`src/rtl/mips_pkg.sv`:
```
// -----------------------------------------------------------------------------
// mips_pkg -- shared definitions for the HI/LO multiply/divide unit.
//
// Contents:
//   op_e      : operation codes driven on hilo_muldiv.op
//   state_e   : hilo_muldiv control states
//   CNT_LAST  : iteration counter value of the final shift/add step
//   magnitude : absolute value of a 32-bit operand, signed or unsigned
// -----------------------------------------------------------------------------
package mips_pkg;

    typedef enum logic [2:0] {
        OP_MULT  = 3'd0,
        OP_MULTU = 3'd1,
        OP_DIV   = 3'd2,
        OP_DIVU  = 3'd3,
        OP_MTHI  = 3'd4,
        OP_MTLO  = 3'd5
    } op_e;

    typedef enum logic [1:0] {
        ST_IDLE = 2'd0,
        ST_MUL  = 2'd1,
        ST_DIV  = 2'd2,
        ST_FIX  = 2'd3
    } state_e;

    // 32 iterations, counter runs 0..31.
    localparam logic [4:0] CNT_LAST = 5'd31;

    // The operand is widened to 33 bits before negation so that 0x80000000
    // yields +2^31 rather than overflowing back to itself.
    function automatic logic [31:0] magnitude(input logic [31:0] x,
                                              input logic        is_signed);
        logic [32:0] ext;
        ext = {is_signed & x[31], x};
        if (ext[32]) begin
            ext = -ext;
        end
        return ext[31:0];
    endfunction

endpackage

```
`src/rtl/muldiv_iter.sv`:
```
// -----------------------------------------------------------------------------
// muldiv_iter -- iterative unsigned multiply / restoring divide datapath.
//
// Holds the 64-bit shift register, the 33-bit adder/subtractor and the 5-bit
// iteration counter. Operates on magnitudes only; signs are handled by the
// parent.
//
// Configuration macro: HILO_MULDIV_DIV_EN -- when undefined the divide path
// (and the i_is_div port) is removed and only multiplication is built.
//
// Ports:
//   i_clk, i_reset : clock, synchronous active-high reset (counter only)
//   i_load         : capture operands, clear counter
//   i_step         : perform one iteration
//   i_is_div       : operation being loaded is a division (divide build only)
//   i_mag_a        : multiplicand / dividend magnitude
//   i_mag_b        : multiplier / divisor magnitude
//   o_last         : current step is the 32nd iteration
//   o_result       : multiply: 64-bit product; divide: {remainder, quotient}
// -----------------------------------------------------------------------------
module muldiv_iter
    import mips_pkg::*;
(
    input  logic        i_clk,
    input  logic        i_reset,
    input  logic        i_load,
    input  logic        i_step,
`ifdef HILO_MULDIV_DIV_EN
    input  logic        i_is_div,
`endif
    input  logic [31:0] i_mag_a,
    input  logic [31:0] i_mag_b,
    output logic        o_last,
    output logic [63:0] o_result
);

    logic [63:0] r_acc;
    logic [31:0] r_opb;
    logic [4:0]  r_cnt;
    logic [63:0] w_next;

`ifdef HILO_MULDIV_DIV_EN
    logic        r_is_div;
    logic [32:0] w_add_a;
    logic [32:0] w_add_b;
    logic        w_cin;
    logic [33:0] w_sum;

    // One adder serves both operations. Multiply adds the multiplicand into
    // the upper half when the current multiplier bit is set. Divide subtracts
    // the divisor from the shifted partial remainder; the carry out is the
    // "no borrow" flag that decides the quotient bit.
    always_comb begin
        // NOTE: every always_comb output gets a default first so that no path
        // leaves it unassigned, which would otherwise infer a latch.
        w_add_a = {1'b0, r_acc[63:32]};
        w_add_b = {1'b0, (r_acc[0] ? r_opb : 32'd0)};
        w_cin   = 1'b0;
        if (r_is_div) begin
            w_add_a = r_acc[63:31];
            w_add_b = ~{1'b0, r_opb};
            w_cin   = 1'b1;
        end
    end

    assign w_sum = {1'b0, w_add_a} + {1'b0, w_add_b} + {33'd0, w_cin};

    // Divide: on borrow keep the shifted remainder (restore), else take the
    // difference; the quotient bit enters at the bottom.
    assign w_next = r_is_div
                  ? (w_sum[33] ? {w_sum[31:0], r_acc[30:0], 1'b1}
                               : {r_acc[62:0], 1'b0})
                  : {w_sum[32:0], r_acc[31:1]};
`else
    logic [32:0] w_sum;

    assign w_sum  = {1'b0, r_acc[63:32]} + {1'b0, (r_acc[0] ? r_opb : 32'd0)};
    assign w_next = {w_sum, r_acc[31:1]};
`endif

    // NOTE: the datapath registers carry no reset; they are always loaded
    // before use, and only the control state needs a defined reset value.
    always_ff @(posedge i_clk) begin
        if (i_load) begin
            r_acc    <= {32'd0, i_mag_a};
            r_opb    <= i_mag_b;
`ifdef HILO_MULDIV_DIV_EN
            r_is_div <= i_is_div;
`endif
        end else if (i_step) begin
            r_acc <= w_next;
        end
    end

    always_ff @(posedge i_clk) begin
        // NOTE: sequential state uses non-blocking assignments so every
        // register samples pre-edge values regardless of statement order.
        if (i_reset) begin
            r_cnt <= 5'd0;
        end else if (i_load) begin
            r_cnt <= 5'd0;
        end else if (i_step) begin
            r_cnt <= r_cnt + 5'd1;
        end
    end

    assign o_last   = i_step && (r_cnt == CNT_LAST);
    assign o_result = r_acc;

endmodule

```
`src/rtl/hilo_muldiv.sv`:
```
// -----------------------------------------------------------------------------
// hilo_muldiv -- MIPS HI/LO register pair with iterative multiply/divide.
//
// Control FSM, sign fixup and the architectural HI/LO registers. The iterative
// datapath lives in muldiv_iter. A mult/div takes 34 cycles from acceptance
// (cycle 0) to the done pulse (cycle 34); MTHI/MTLO write in one edge.
//
// Configuration macro: HILO_MULDIV_DIV_EN -- when undefined, DIV/DIVU are
// accepted as no-ops and no divider hardware is built.
//
// Ports:
//   clk    : rising-edge clock
//   reset  : synchronous active-high reset
//   start  : request a new operation (sampled only in IDLE)
//   op     : operation code (mips_pkg::op_e)
//   a      : rs operand (multiplicand / dividend / MTHI-MTLO source)
//   b      : rt operand (multiplier / divisor)
//   cancel : abandon the in-flight operation; beats start
//   busy   : operation in flight
//   done   : one-cycle pulse when a mult/div result commits
//   hi, lo : architectural HI/LO values
// -----------------------------------------------------------------------------
module hilo_muldiv
    import mips_pkg::*;
#(
    parameter int XLEN = 32
)(
    input  logic            clk,
    input  logic            reset,
    input  logic            start,
    input  logic [2:0]      op,
    input  logic [XLEN-1:0] a,
    input  logic [XLEN-1:0] b,
    input  logic            cancel,
    output logic            busy,
    output logic            done,
    output logic [XLEN-1:0] hi,
    output logic [XLEN-1:0] lo
);

    state_e      r_state;
    state_e      w_next_state;
    op_e         w_op;
    logic        w_accept;
    logic        w_is_mul;
    logic        w_signed;
    logic        w_load;
    logic        w_step;
    logic        w_last;
    logic [63:0] w_result;
    logic [63:0] w_prod;
    logic [31:0] w_fix_hi;
    logic [31:0] w_fix_lo;
    logic        r_neg_q;
    logic        r_done;
    logic [31:0] r_hi;
    logic [31:0] r_lo;

    assign w_op     = op_e'(op);
    assign w_accept = (r_state == ST_IDLE) && start && !cancel;
    assign w_is_mul = (w_op == OP_MULT) || (w_op == OP_MULTU);
    assign w_signed = (w_op == OP_MULT) || (w_op == OP_DIV);
    assign w_step   = ((r_state == ST_MUL) || (r_state == ST_DIV)) && !cancel;

`ifdef HILO_MULDIV_DIV_EN
    logic        w_is_div;
    logic        r_is_div;
    logic        r_neg_r;
    logic        r_div_zero;
    logic [31:0] r_a;

    assign w_is_div = (w_op == OP_DIV) || (w_op == OP_DIVU);
    assign w_load   = w_accept && (w_is_mul || w_is_div);
`else
    assign w_load   = w_accept && w_is_mul;
`endif

    muldiv_iter u_iter (
        .i_clk    (clk),
        .i_reset  (reset),
        .i_load   (w_load),
        .i_step   (w_step),
`ifdef HILO_MULDIV_DIV_EN
        .i_is_div (w_is_div),
`endif
        .i_mag_a  (magnitude(a, w_signed)),
        .i_mag_b  (magnitude(b, w_signed)),
        .o_last   (w_last),
        .o_result (w_result)
    );

    // ---------------------------------------------------------------- FSM
    always_ff @(posedge clk) begin
        if (reset) begin
            r_state <= ST_IDLE;
        end else begin
            r_state <= w_next_state;
        end
    end

    always_comb begin
        w_next_state = r_state;
        case (r_state)
            ST_IDLE: begin
                if (w_accept && w_is_mul) begin
                    w_next_state = ST_MUL;
                end
`ifdef HILO_MULDIV_DIV_EN
                else if (w_accept && w_is_div) begin
                    w_next_state = ST_DIV;
                end
`endif
            end
            ST_MUL, ST_DIV: begin
                if (cancel) begin
                    w_next_state = ST_IDLE;
                end else if (w_last) begin
                    w_next_state = ST_FIX;
                end
            end
            ST_FIX:  w_next_state = ST_IDLE;
            default: w_next_state = ST_IDLE;
        endcase
    end

    // Result signs are captured at acceptance since a/b may change afterwards.
    always_ff @(posedge clk) begin
        if (w_load) begin
            r_neg_q    <= w_signed & (a[31] ^ b[31]);
`ifdef HILO_MULDIV_DIV_EN
            r_is_div   <= w_is_div;
            r_neg_r    <= w_signed & a[31];
            r_div_zero <= (b == '0);
            r_a        <= a;
`endif
        end
    end

    // ---------------------------------------------------------- sign fixup
    assign w_prod = r_neg_q ? -w_result : w_result;

    always_comb begin
        w_fix_hi = w_prod[63:32];
        w_fix_lo = w_prod[31:0];
`ifdef HILO_MULDIV_DIV_EN
        if (r_is_div) begin
            if (r_div_zero) begin
                // Divide by zero returns the raw dividend, no sign fixup.
                w_fix_hi = r_a;
                w_fix_lo = 32'hFFFF_FFFF;
            end else begin
                w_fix_hi = r_neg_r ? -w_result[63:32] : w_result[63:32];
                w_fix_lo = r_neg_q ? -w_result[31:0]  : w_result[31:0];
            end
        end
`endif
    end

    // ------------------------------------------------------------- HI / LO
    always_ff @(posedge clk) begin
        if (reset) begin
            r_hi   <= 32'd0;
            r_lo   <= 32'd0;
            r_done <= 1'b0;
        end else begin
            r_done <= (r_state == ST_FIX) && !cancel;
            if (w_accept && (w_op == OP_MTHI)) begin
                r_hi <= a;
            end else if (w_accept && (w_op == OP_MTLO)) begin
                r_lo <= a;
            end else if ((r_state == ST_FIX) && !cancel) begin
                r_hi <= w_fix_hi;
                r_lo <= w_fix_lo;
            end
        end
    end

    assign busy = (r_state != ST_IDLE);
    assign done = r_done;
    assign hi   = r_hi;
    assign lo   = r_lo;

endmodule

```
`config.mk`:
```
export PLATFORM = sky130hd
export DESIGN_NAME = hilo_muldiv
export DESIGN_NICKNAME = d
export VERILOG_FILES = /design/src/rtl/mips_pkg.sv /design/src/rtl/muldiv_iter.sv /design/src/rtl/hilo_muldiv.sv
export SDC_FILE = /design/constraint.sdc
export NUM_CORES = 1
export LEC_CHECK = 0
export CORE_MARGIN = 5
export CORE_UTILIZATION = 52
export CTS_CLUSTER_DIAMETER = 40
export DETAILED_ROUTE_END_ITERATION = 10
export PLACE_DENSITY = 0.83
export SLEW_MARGIN = 20
export SYNTH_ARGS = -nofsm -noshare
export SYNTH_HDL_FRONTEND = slang
export SYNTH_HIERARCHICAL = 1
export SYNTH_SLANG_ARGS = --single-unit
```
`constraint.sdc`:
```
create_clock -name clk -period 6.94 [get_ports clk]
set_input_delay 2.082 -clock clk [delete_from_list [all_inputs] [get_ports clk]]
set_output_delay 2.082 -clock clk [all_outputs]
set_load 0.03 [all_outputs]
```
==> impl_metrics.json, run 1 <==
{
  "worstRegToRegCells": 7,
  "rsz0062_at_grt": "no",
  "setup_viol": 0,
  "internal-power_mw": 2.12,
  "hold_viol_final": 0,
  "cts_resized": 0,
  "min_period_ns": 4.96,
  "cp.arrival_ns": 5.24,
  "min_path_cells": 2,
  "track_usage_pct": 25.7,
  "power_switching_mw": 1.27,
  "final_area_um2": 13400,
  "hp-class": "flip-flop to flip-flop",
  "nNetsFinal": 1476,
  "finalPower_mw": 3.39,
  "maxSlewViolCount": 0,
  "synthesis.area_um2": 11300,
  "ys_seq_area_share_pct": 35.8,
  "combPwrFrac_pct": 32.2,
  "utilization_pct": 63.2,
  "cts_buffers": 17,
  "worstPathMaxFanout": 40,
  "wl_met3_um": 2460,
  "drtIter0Drc": 921,
  "grt_max_degree": 76,
  "setup_tns_ns": 0,
  "fillCellCount": 1793,
  "synthArstFlopShare_pct": 0,
  "ctsLongestPathBuffers": 2,
  "ant_nets": 0,
  "ys_types": 83,
  "portBuffers": 136,
  "syn2layout_area_growth_pct": 18.7,
  "clock_skew_ns": 0.0153,
  "worstSkewPairLatency_ns": 0.45,
  "fp.dieH_um": 157,
  "cts_setup_buffers": 0,
  "worstReg2RegStart": "r_state[0]$_SDFFE_PP0P_",
  "max_freq_ghz": 0.202,
  "antenna_found_initial": 0,
  "grt_pass1_wl_um": 51000,
  "crit_type": "input pin to flip-flop",
  "avgRoutedWirePerCell_um": 19.6,
  "syn-num-nets": 1383,
  "drt-pass1-iter-count": 6,
  "gr-total-overflow": 0,
  "reg2reg_slack_ns": 3.49,
  "start_util_pct": 53.3,
  "drive_above_1_share_pct": 8.42,
  "ios": 137,
  "cp.required_ns": 7.22,
  "die_w_um": 157,
  "vias": 10406,
  "synth_edf_count": 65,
  "place_hpwl_um": 24600,
  "holdPathEnd": "lo[11]$_SDFFE_PP0P_",
  "cp-start-kind": "input pin",
  "met1_length_um": 13200,
  "core_area_um2": 21200,
  "drc": 0,
  "p_sw_share_pct": 37.5,
  "finalCritPeriodShare_pct": 71.5,
  "clkTransAtPathRegs_ns": 0.07,
  "netlist_instances": 1272,
  "syn_avg_cell_area_um2": 8.86,
  "worstSetupEndpointType": "flip-flop",
  "drv_cap": 0,
  "post_dp_cell_area_um2": 12800,
  "power_leakage_nw": 4.78,
  "viasPerCell": 6.30,
  "cts.sinks": 169,
  "pwr-share-seq_pct": 40.1,
  "route.met2.wl_um": 15600,
  "yosysWarnings": 6,
  "clock-root-buffer": "clkbuf_16",
  "synth_ff_type": "dfxtp_1",
  "relSlewSlack_pct": 41.4,
  "die-area_um2": 24700,
  "core.rowCount": 53,
  "synth_seq_cells": 169,
  "worst-slew-pin-transition_ns": 0.872,
  "top_layer_used": "met4",
  "r2r-end": "lo[28]$_SDFFE_PP0P_",
  "grt_pass1_vias": 9866,
  "diodes": 0,
  "holdWs_ns": 0.455,
  "powerDensity_nw_per_um2": 253,
  "outcome": "complete, no violations",
  "cts_tree": "yes",
  "gp_congestion": 0.935,
  "cts_hold_buf": 0,
  "clkPwrFrac_pct": 27.7,
  "drt-total-wl_um": 32400,
  "cts_max_level": 4,
  "worstHoldStart": "lo[11]$_SDFFE_PP0P_",
  "peakVddDrop_mv": 0.208
}
cells by family (layout without fill, tap and decap cells):
family / after synthesis / count (layout) / synth area share, %
AND/OR/NAND/NOR: 411 / 411 / 18.8
flip-flops: 169 / 169 / 35.8
buffers and inverters: 102 / 208 / 3.64
XOR/XNOR: 141 / 141 / 11.0
AO/OA/AOI/OAI: 364 / 364 / 21.9
multiplexers: 45 / 45 / 4.36
adder cells (fa/ha/maj): 40 / 40 / 4.51
state kept, by name (all words and copies together) (netlist names):
signal / cells
u_iter/r_cnt: 5
u_iter/o_result: 64
r_state: 2
hi: 32
lo: 32
done: 1
r_neg_q: 1
u_iter/r_opb: 32
synthesized netlist by cell type, types with 37 or more instances:
cell type	count	area (um^2)
xnor2_1	41	359
xor2_1	100	876
nor3_1	37	185
a21oi_1	82	410
and2_1	42	263
ha_1	39	488
dfxtp_1	104	2080
nor2_1	104	390
o22ai_1	39	244
clkbuf_1	66	248
o21ai_0	62	310
edfxtp_1	65	1950
a22oi_1	39	293
nand2_1	93	349
placed cells by master (no fill, tap or decap), drive strengths merged, types with 41 or more instances in the layout:
| master | netlist | final |
|---|---|---|
| nand2 | 93 | 93 |
| dfxtp | 104 | 104 |
| edfxtp | 65 | 65 |
| xnor2 | 41 | 41 |
| a21oi | 83 | 83 |
| xor2 | 100 | 100 |
| and2 | 42 | 42 |
| nor2 | 104 | 104 |
| clkdlybuf4s50 | 0 | 135 |
| o21ai | 67 | 67 |
worst max-delay path, cell delays in order:
cell	delay [ns]
clkdlybuf4s50_1	0.50
nand2b_1	0.26
or4b_2	1.03
a21oi_1	0.64
nor2_1	0.12
a2111oi_0	0.60
worst max path at each step:
| stage | from | to | cells after the start |
|---|---|---|---|
| 2_1_floorplan | op[2] | u_iter/o_result[0]$_DFFE_PP_ | 5 |
| 3_3_place_gp | op[1] | hi[23]$_SDFFE_PP0P_ | 8 |
| 3_5_place_dp | op[1] | hi[23]$_SDFFE_PP0P_ | 8 |
| 4_1_cts | op[1] | hi[23]$_SDFFE_PP0P_ | 8 |
| 5_1_grt | start | lo[28]$_SDFFE_PP0P_ | 6 |
| 6_report | op[1] | lo[28]$_SDFFE_PP0P_ | 6 |
stage by stage:
| step | cells | setup slack [ns] |
|---|---|---|
| 6_report | 1653 | 1.98 |
| 5_1_grt | 1653 | 1.86 |
| 4_1_cts | 1653 | 2.07 |
| 3_5_place_dp | 1621 | 1.62 |
| 3_3_place_gp | 1621 | 1.67 |
| 2_1_floorplan | 1272 | 1.24 |
power groups by stage:
stage          clock, mW  sequential [mW]  combinational (mW)
3_3_place_gp           0             1.36                1.05
4_1_cts            0.943             1.35                1.08
2_1_floorplan          0             1.30               0.794
5_1_grt            0.989             1.37                1.21
3_5_place_dp           0             1.37                1.07
6_report           0.939             1.36                1.09
layer usage:
metal,vias up,track usage [%]
met4,0,11.6
met2,459,43.6
met3,95,4.18
li1,4937,-
met5,-,0
met1,4915,32.2
area by class of cell:
| class | instances | area, um^2 | share of cell area (%) |
|---|---|---|---|
| Sequential cell | 169 | 4030 | 30.2 |
| Tap cell | 275 | 344 | 2.57 |
| Inverter | 24 | 90.1 | 0.674 |
| Multi-Input combinational cell | 1001 | 6850 | 51.3 |
| Clock inverter | 11 | 113 | 0.842 |
| Clock buffer | 21 | 462 | 3.45 |
| Timing Repair Buffer | 152 | 1480 | 11.0 |
Power figures use the tool's default switching activity.
==> run 2, diff against run 1 <==
- CORE_UTILIZATION: 52 -> 55
- PLACE_DENSITY: 0.83 -> 0.84
- clock period: 6.94 -> 4.6 ns (I/O delays scaled with it)
==> run 2 against run 1 <==
Non-clock buffer count increased by 16. Critical path depth increased by 2. Worst setup slack got worse by 1.4 ns. First-iteration DRC count decreased by 12%. Via count increased by 2.1%. Hold slack got worse by 0.00087 ns. Combinational power increased by 53%. Largest power group unchanged. Highest routed layer unchanged.
==> impl_metrics.json, run 2 (synthesis gave the netlist of run 1 again) <==
{
  "drtIter0Drc": 808,
  "max_freq_ghz": 0.252,
  "crit_end": "u_iter/o_result[30]$_DFFE_PP_",
  "cp-startpoint": "a[20]",
  "place_hpwl_um": 25400,
  "worst-slew-pin-transition_ns": 0.921,
  "relSlewSlack_pct": 38.6,
  "ctsLongestPathBuffers": 2,
  "clock-root-buffer": "clkbuf_16",
  "drv_cap": 0,
  "powerDensity_nw_per_um2": 385,
  "die_w_um": 153,
  "cts_buffers": 17,
  "core.rowCount": 52,
  "reg2reg_slack_ns": 1.17,
  "setup_tns_ns": 0,
  "crit_type": "input pin to flip-flop",
  "final_cell_mix": "clkdlybuf4s50_1 (135), nor2_1 (104), dfxtp_1 (104)",
  "holdWs_ns": 0.454,
  "ff_latch_area_um2": 4030,
  "vias": 10623,
  "power_leakage_nw": 4.88,
  "maxSlewViolCount": 0,
  "clkTransAtPathRegs_ns": 0.07,
  "setup_viol": 0,
  "cts_tree": "yes",
  "core_area_um2": 20200,
  "gr-total-overflow": 0,
  "multi_input_area_um2": 6850,
  "r2r-end": "u_iter/o_result[47]$_SDFFE_PP0P_",
  "finalCritPeriodShare_pct": 86.4,
  "outcome": "complete, no violations",
  "avgRoutedWirePerCell_um": 20.0,
  "grt_max_degree": 61,
  "syn2layout_area_growth_pct": 20.0,
  "start_util_pct": 55.7,
  "cts_hold_buf": 0,
  "hold_viol_final": 0,
  "finalPower_mw": 5.21,
  "nNetsFinal": 1492,
  "fillCellCount": 1575,
  "gp_congestion": 0.969,
  "drc": 0,
  "cts_resized": 0,
  "ant_nets": 0,
  "worstPathMaxFanout": 5,
  "cts_setup_buffers": 0,
  "drive_above_1_share_pct": 9.61,
  "diodes": 0,
  "grt_pass1_wl_um": 52200,
  "drt-total-wl_um": 33300,
  "grt_pass1_vias": 9771,
  "cp.required_ns": 4.78,
  "worstReg2RegStart": "u_iter/o_result[0]$_DFFE_PP_",
  "largest_reg_flops": 64,
  "worstSkewPairLatency_ns": 0.43,
  "worstRegToRegCells": 10,
  "clock_skew_ns": 0.0110,
  "viasPerCell": 6.38,
  "cp-start-kind": "input pin",
  "drt-pass1-iter-count": 5,
  "peakVddDrop_mv": 0.277,
  "utilization_pct": 66.8,
  "antenna_found_initial": 0,
  "portBuffers": 136,
  "rsz0062_at_grt": "no",
  "final_common_cell": "clkdlybuf4s50_1",
  "cp.arrival_ns": 4.16,
  "fp.dieH_um": 153,
  "die-area_um2": 23400,
  "track_usage_pct": 27.4,
  "cts_max_level": 4,
  "ios": 137,
  "hp-class": "flip-flop to flip-flop",
  "worstSetupEndpointType": "flip-flop",
  "min_period_ns": 3.97,
  "cts.sinks": 169
}
## run 2: layout make-up
class	instances	area share, %
multi-input combinational	1001	50.7
sequential	169	29.8
timing repair buffer	168	11.8
clock buffer	17	3.15
tap	270	2.50
clock inverter	15	1.35
inverter	24	0.666
## run 2: per-stage QoR
step / setup WS, ns / std cells / cell area [um^2]
detailed placement: 0.261 / 1632 / 12900
global route: 0.476 / 1664 / 13500
global placement: 0.468 / 1632 / 12900
CTS: 0.665 / 1664 / 13500
floorplan: 0.366 / 1272 / 11300
finish: 0.626 / 1664 / 13500
## run 2: power breakdown
part	switching (mW)	total [mW]	internal [mW]
Clock	0.660	1.48	0.825
Combinational	0.989	1.67	0.676
Sequential	0.320	2.06	1.74
## run 2: worst min path at each step
stage | slack (ns) | end | from | cells after the start
floorplan | 0.48 | u_iter/o_result[50]$_SDFFE_PP0P_ | u_iter/o_result[50]$_SDFFE_PP0P_ | 2
global placement | 0.44 | lo[18]$_SDFFE_PP0P_ | lo[18]$_SDFFE_PP0P_ | 2
detailed placement | 0.45 | lo[18]$_SDFFE_PP0P_ | lo[18]$_SDFFE_PP0P_ | 2
CTS | 0.46 | lo[18]$_SDFFE_PP0P_ | lo[18]$_SDFFE_PP0P_ | 2
global route | 0.48 | lo[14]$_SDFFE_PP0P_ | lo[14]$_SDFFE_PP0P_ | 2
finish | 0.45 | lo[18]$_SDFFE_PP0P_ | lo[18]$_SDFFE_PP0P_ | 2
## run 2: worst max-delay path: stages
cell and delay (ns):
clkdlybuf4s50_1 0.50, or4_1 0.63, nor3_1 0.37, nor4b_1 0.34, nand2_1 0.13, o41ai_1 0.40
xnor2_1 0.13, mux2_2 0.27
## run 2: metal layers
layer | routed length (um) | part of all wire [%] | track usage [%] | up-vias
met4 | 1100 | 3.3 | 10.6 | 0
met2 | 16100 | 49 | 46.5 | 549
li1 | - | - | - | 4978
met5 | 0 | 0 | 0 | -
met3 | 2860 | 8.6 | 4.81 | 96
met1 | 13200 | 40 | 34.7 | 5000
==> RTL edit (flow settings as in run 2) <==
Re-encode `state_e` (4 states) as one-hot, 4 bits wide.
--- a/src/rtl/mips_pkg.sv
+++ b/src/rtl/mips_pkg.sv
@@ -18,11 +18,11 @@
         OP_MTLO  = 3'd5
     } op_e;
 
-    typedef enum logic [1:0] {
-        ST_IDLE = 2'd0,
-        ST_MUL  = 2'd1,
-        ST_DIV  = 2'd2,
-        ST_FIX  = 2'd3
+    typedef enum logic [3:0] {
+        ST_IDLE = 4'b0001,
+        ST_MUL  = 4'b0010,
+        ST_DIV  = 4'b0100,
+        ST_FIX  = 4'b1000
     } state_e;
 
     // 32 iterations, counter runs 0..31.
Behaviour: same outputs for any inputs over 10 cycles, from zero or initial values and one cycle with reset high; not proved beyond that.
==> RTL edit against run 2 <==
  * Clock power rose by 3%
  * Sequential cell count rose by 1
  * Fmax rose by 2.6%
  * Critical path depth did not move
  * Worst setup slack improved by 0.10 ns
  * Total power fell by 16%
  * Non-clock buffer count fell by 8
  * Wire length rose by 5.4%
  * Global-route usage rose by 1.0 points
  * Cell area rose by 2.5%
  * Synthesized cell count rose by 5.6%
  * Final cell count rose by 4.0%
  * Area after synthesis rose by 3.2%
  * Count of clock-buffer cells in the layout rose by 3
  * Largest cell class unchanged
==> RTL edit: results (changes against run 2) <==
* Outcome: finished, final reports clean (unchanged)
* Arrival time worst endpoint at 4.06 ns (was 4.16 ns)
* First-pass GRT wire length at 55.5 mm (was 52.2 mm)
* DR pass1 iterations at 9 (was 5)
* Non-filler cells, final at 1730 (was 1664)
* Seq/Total Area, Yosys at 0.349 (was 0.358)
* Synth unique cells at 85 (was 83)
* Synth Area in Adders at 0.0415 (was 0.0451)
* Layout Skew at 0.0115 ns (was 0.0110 ns)
* Net count after synthesis at 1452 (was 1383)
* Synth Instances at 1343 (was 1272)
* WL final at 35.0 mm (was 33.3 mm)
* Worst VDD drop at 0.237 mV (was 0.277 mV)
* Post-synth EDFFs at 65 (unchanged)
* Layout cells sized above 1 at 0.0873 (was 0.0961)
* XOR/XNOR Fraction of Synth Area at 0.0957 (was 0.110)
* Rel. slew slack at 0.261 (was 0.386)
* DR vias/cell at 6.42 (was 6.38)
* Final Wtd Congestion at 0.970 (was 0.969)
* Mux cell area share after synthesis at 0.0450 (was 0.0436)
* Initial DRC Count at 1397 (was 808)
* Fillers at 1730 (was 1575)
* Commonest cells post-synth: nor2_1 (117), dfxtp_1 (105), a21oi_1 (102) (was dfxtp_1 (104), nor2_1 (104), xor2_1 (100))
* Hold Crit Class: register to register (unchanged)
* Vias in the first global route at 10500 (was 9771)
* Total GRT Usage at 0.284 (was 0.274)
* Largest net degree at the start of global routing at 83 (was 61)
RTL edit: changes by cell type in the layout (fill, tap and decap cells not counted), sizes merged, moves of 13 or more:
cell,run 2,this run
and3,9,25
nor2,104,117
a22oi,39,17
a21oi,83,103
xor2,100,77
o22ai,39,16
RTL edit: final timing paths:
kind	startpoint	endpoint	slack, ns	depth (start not counted)
worst max-delay path	a[16]	u_iter/o_result[27]	0.73	8
worst min-delay path	hi[29]	hi[29]	0.49	2
worst max register to register	u_iter/o_result[0]	hi[29]	1.05	6
worst min register to register	hi[29]	hi[29]	0.49	2
RTL edit: metrics by stage:
step | cell area [sq um] | setup slack, ns
2_1_floorplan | 11600 | 0.253
3_3_place_gp | 13200 | 0.416
3_5_place_dp | 13200 | 0.344
4_1_cts | 13900 | 0.759
5_1_grt | 13900 | 0.563
6_report | 13900 | 0.727
RTL edit: final cells by class:
| type | count | area, sq um | area share |
|---|---|---|---|
| Tap cell | 275 | 344 | 0.0248 |
| Inverter | 21 | 78.8 | 0.00569 |
| Clock inverter | 12 | 146 | 0.0106 |
| Clock buffer | 20 | 479 | 0.0346 |
| Timing Repair Buffer | 160 | 1560 | 0.113 |
| Sequential cell | 170 | 4050 | 0.292 |
| Multi-Input combinational cell | 1072 | 7200 | 0.519 |
RTL edit: kinds of logic after synthesis:
family	Yosys count
buffers and inverters	101
AND/OR/NAND/NOR	494
AO/OA/AOI/OAI	365
XOR/XNOR	127
adder cells (fa/ha/maj)	38
flip-flops	170
multiplexers	48
RTL edit: critical path: stages:
cell	delay [ns]
clkdlybuf4s50_1	0.53
or4_1	0.65
or4_1	0.50
nor4_1	0.30
buf_4	0.20
a21oi_1	0.08
xor2_1	0.14
mux2_2	0.28
RTL edit: report_power, final:
group	switching, mW	leakage [nW]	internal [mW]
Sequential	0.134	1.44	1.66
Combinational	0.625	3.22	0.448
Clock	0.654	0.304	0.880
Total	1.41	4.96	2.99
RTL edit: routing by layer:
metal / part of all wire / GRT usage / vias to the layer above / wire (um)
met5: 0 / 0 / - / 0
met3: 0.089 / 0.0562 / 110 / 3110
met1: 0.39 / 0.355 / 5171 / 13700
met4: 0.041 / 0.125 / 0 / 1440
li1: - / - / 5229 / -
met2: 0.48 / 0.475 / 588 / 16800
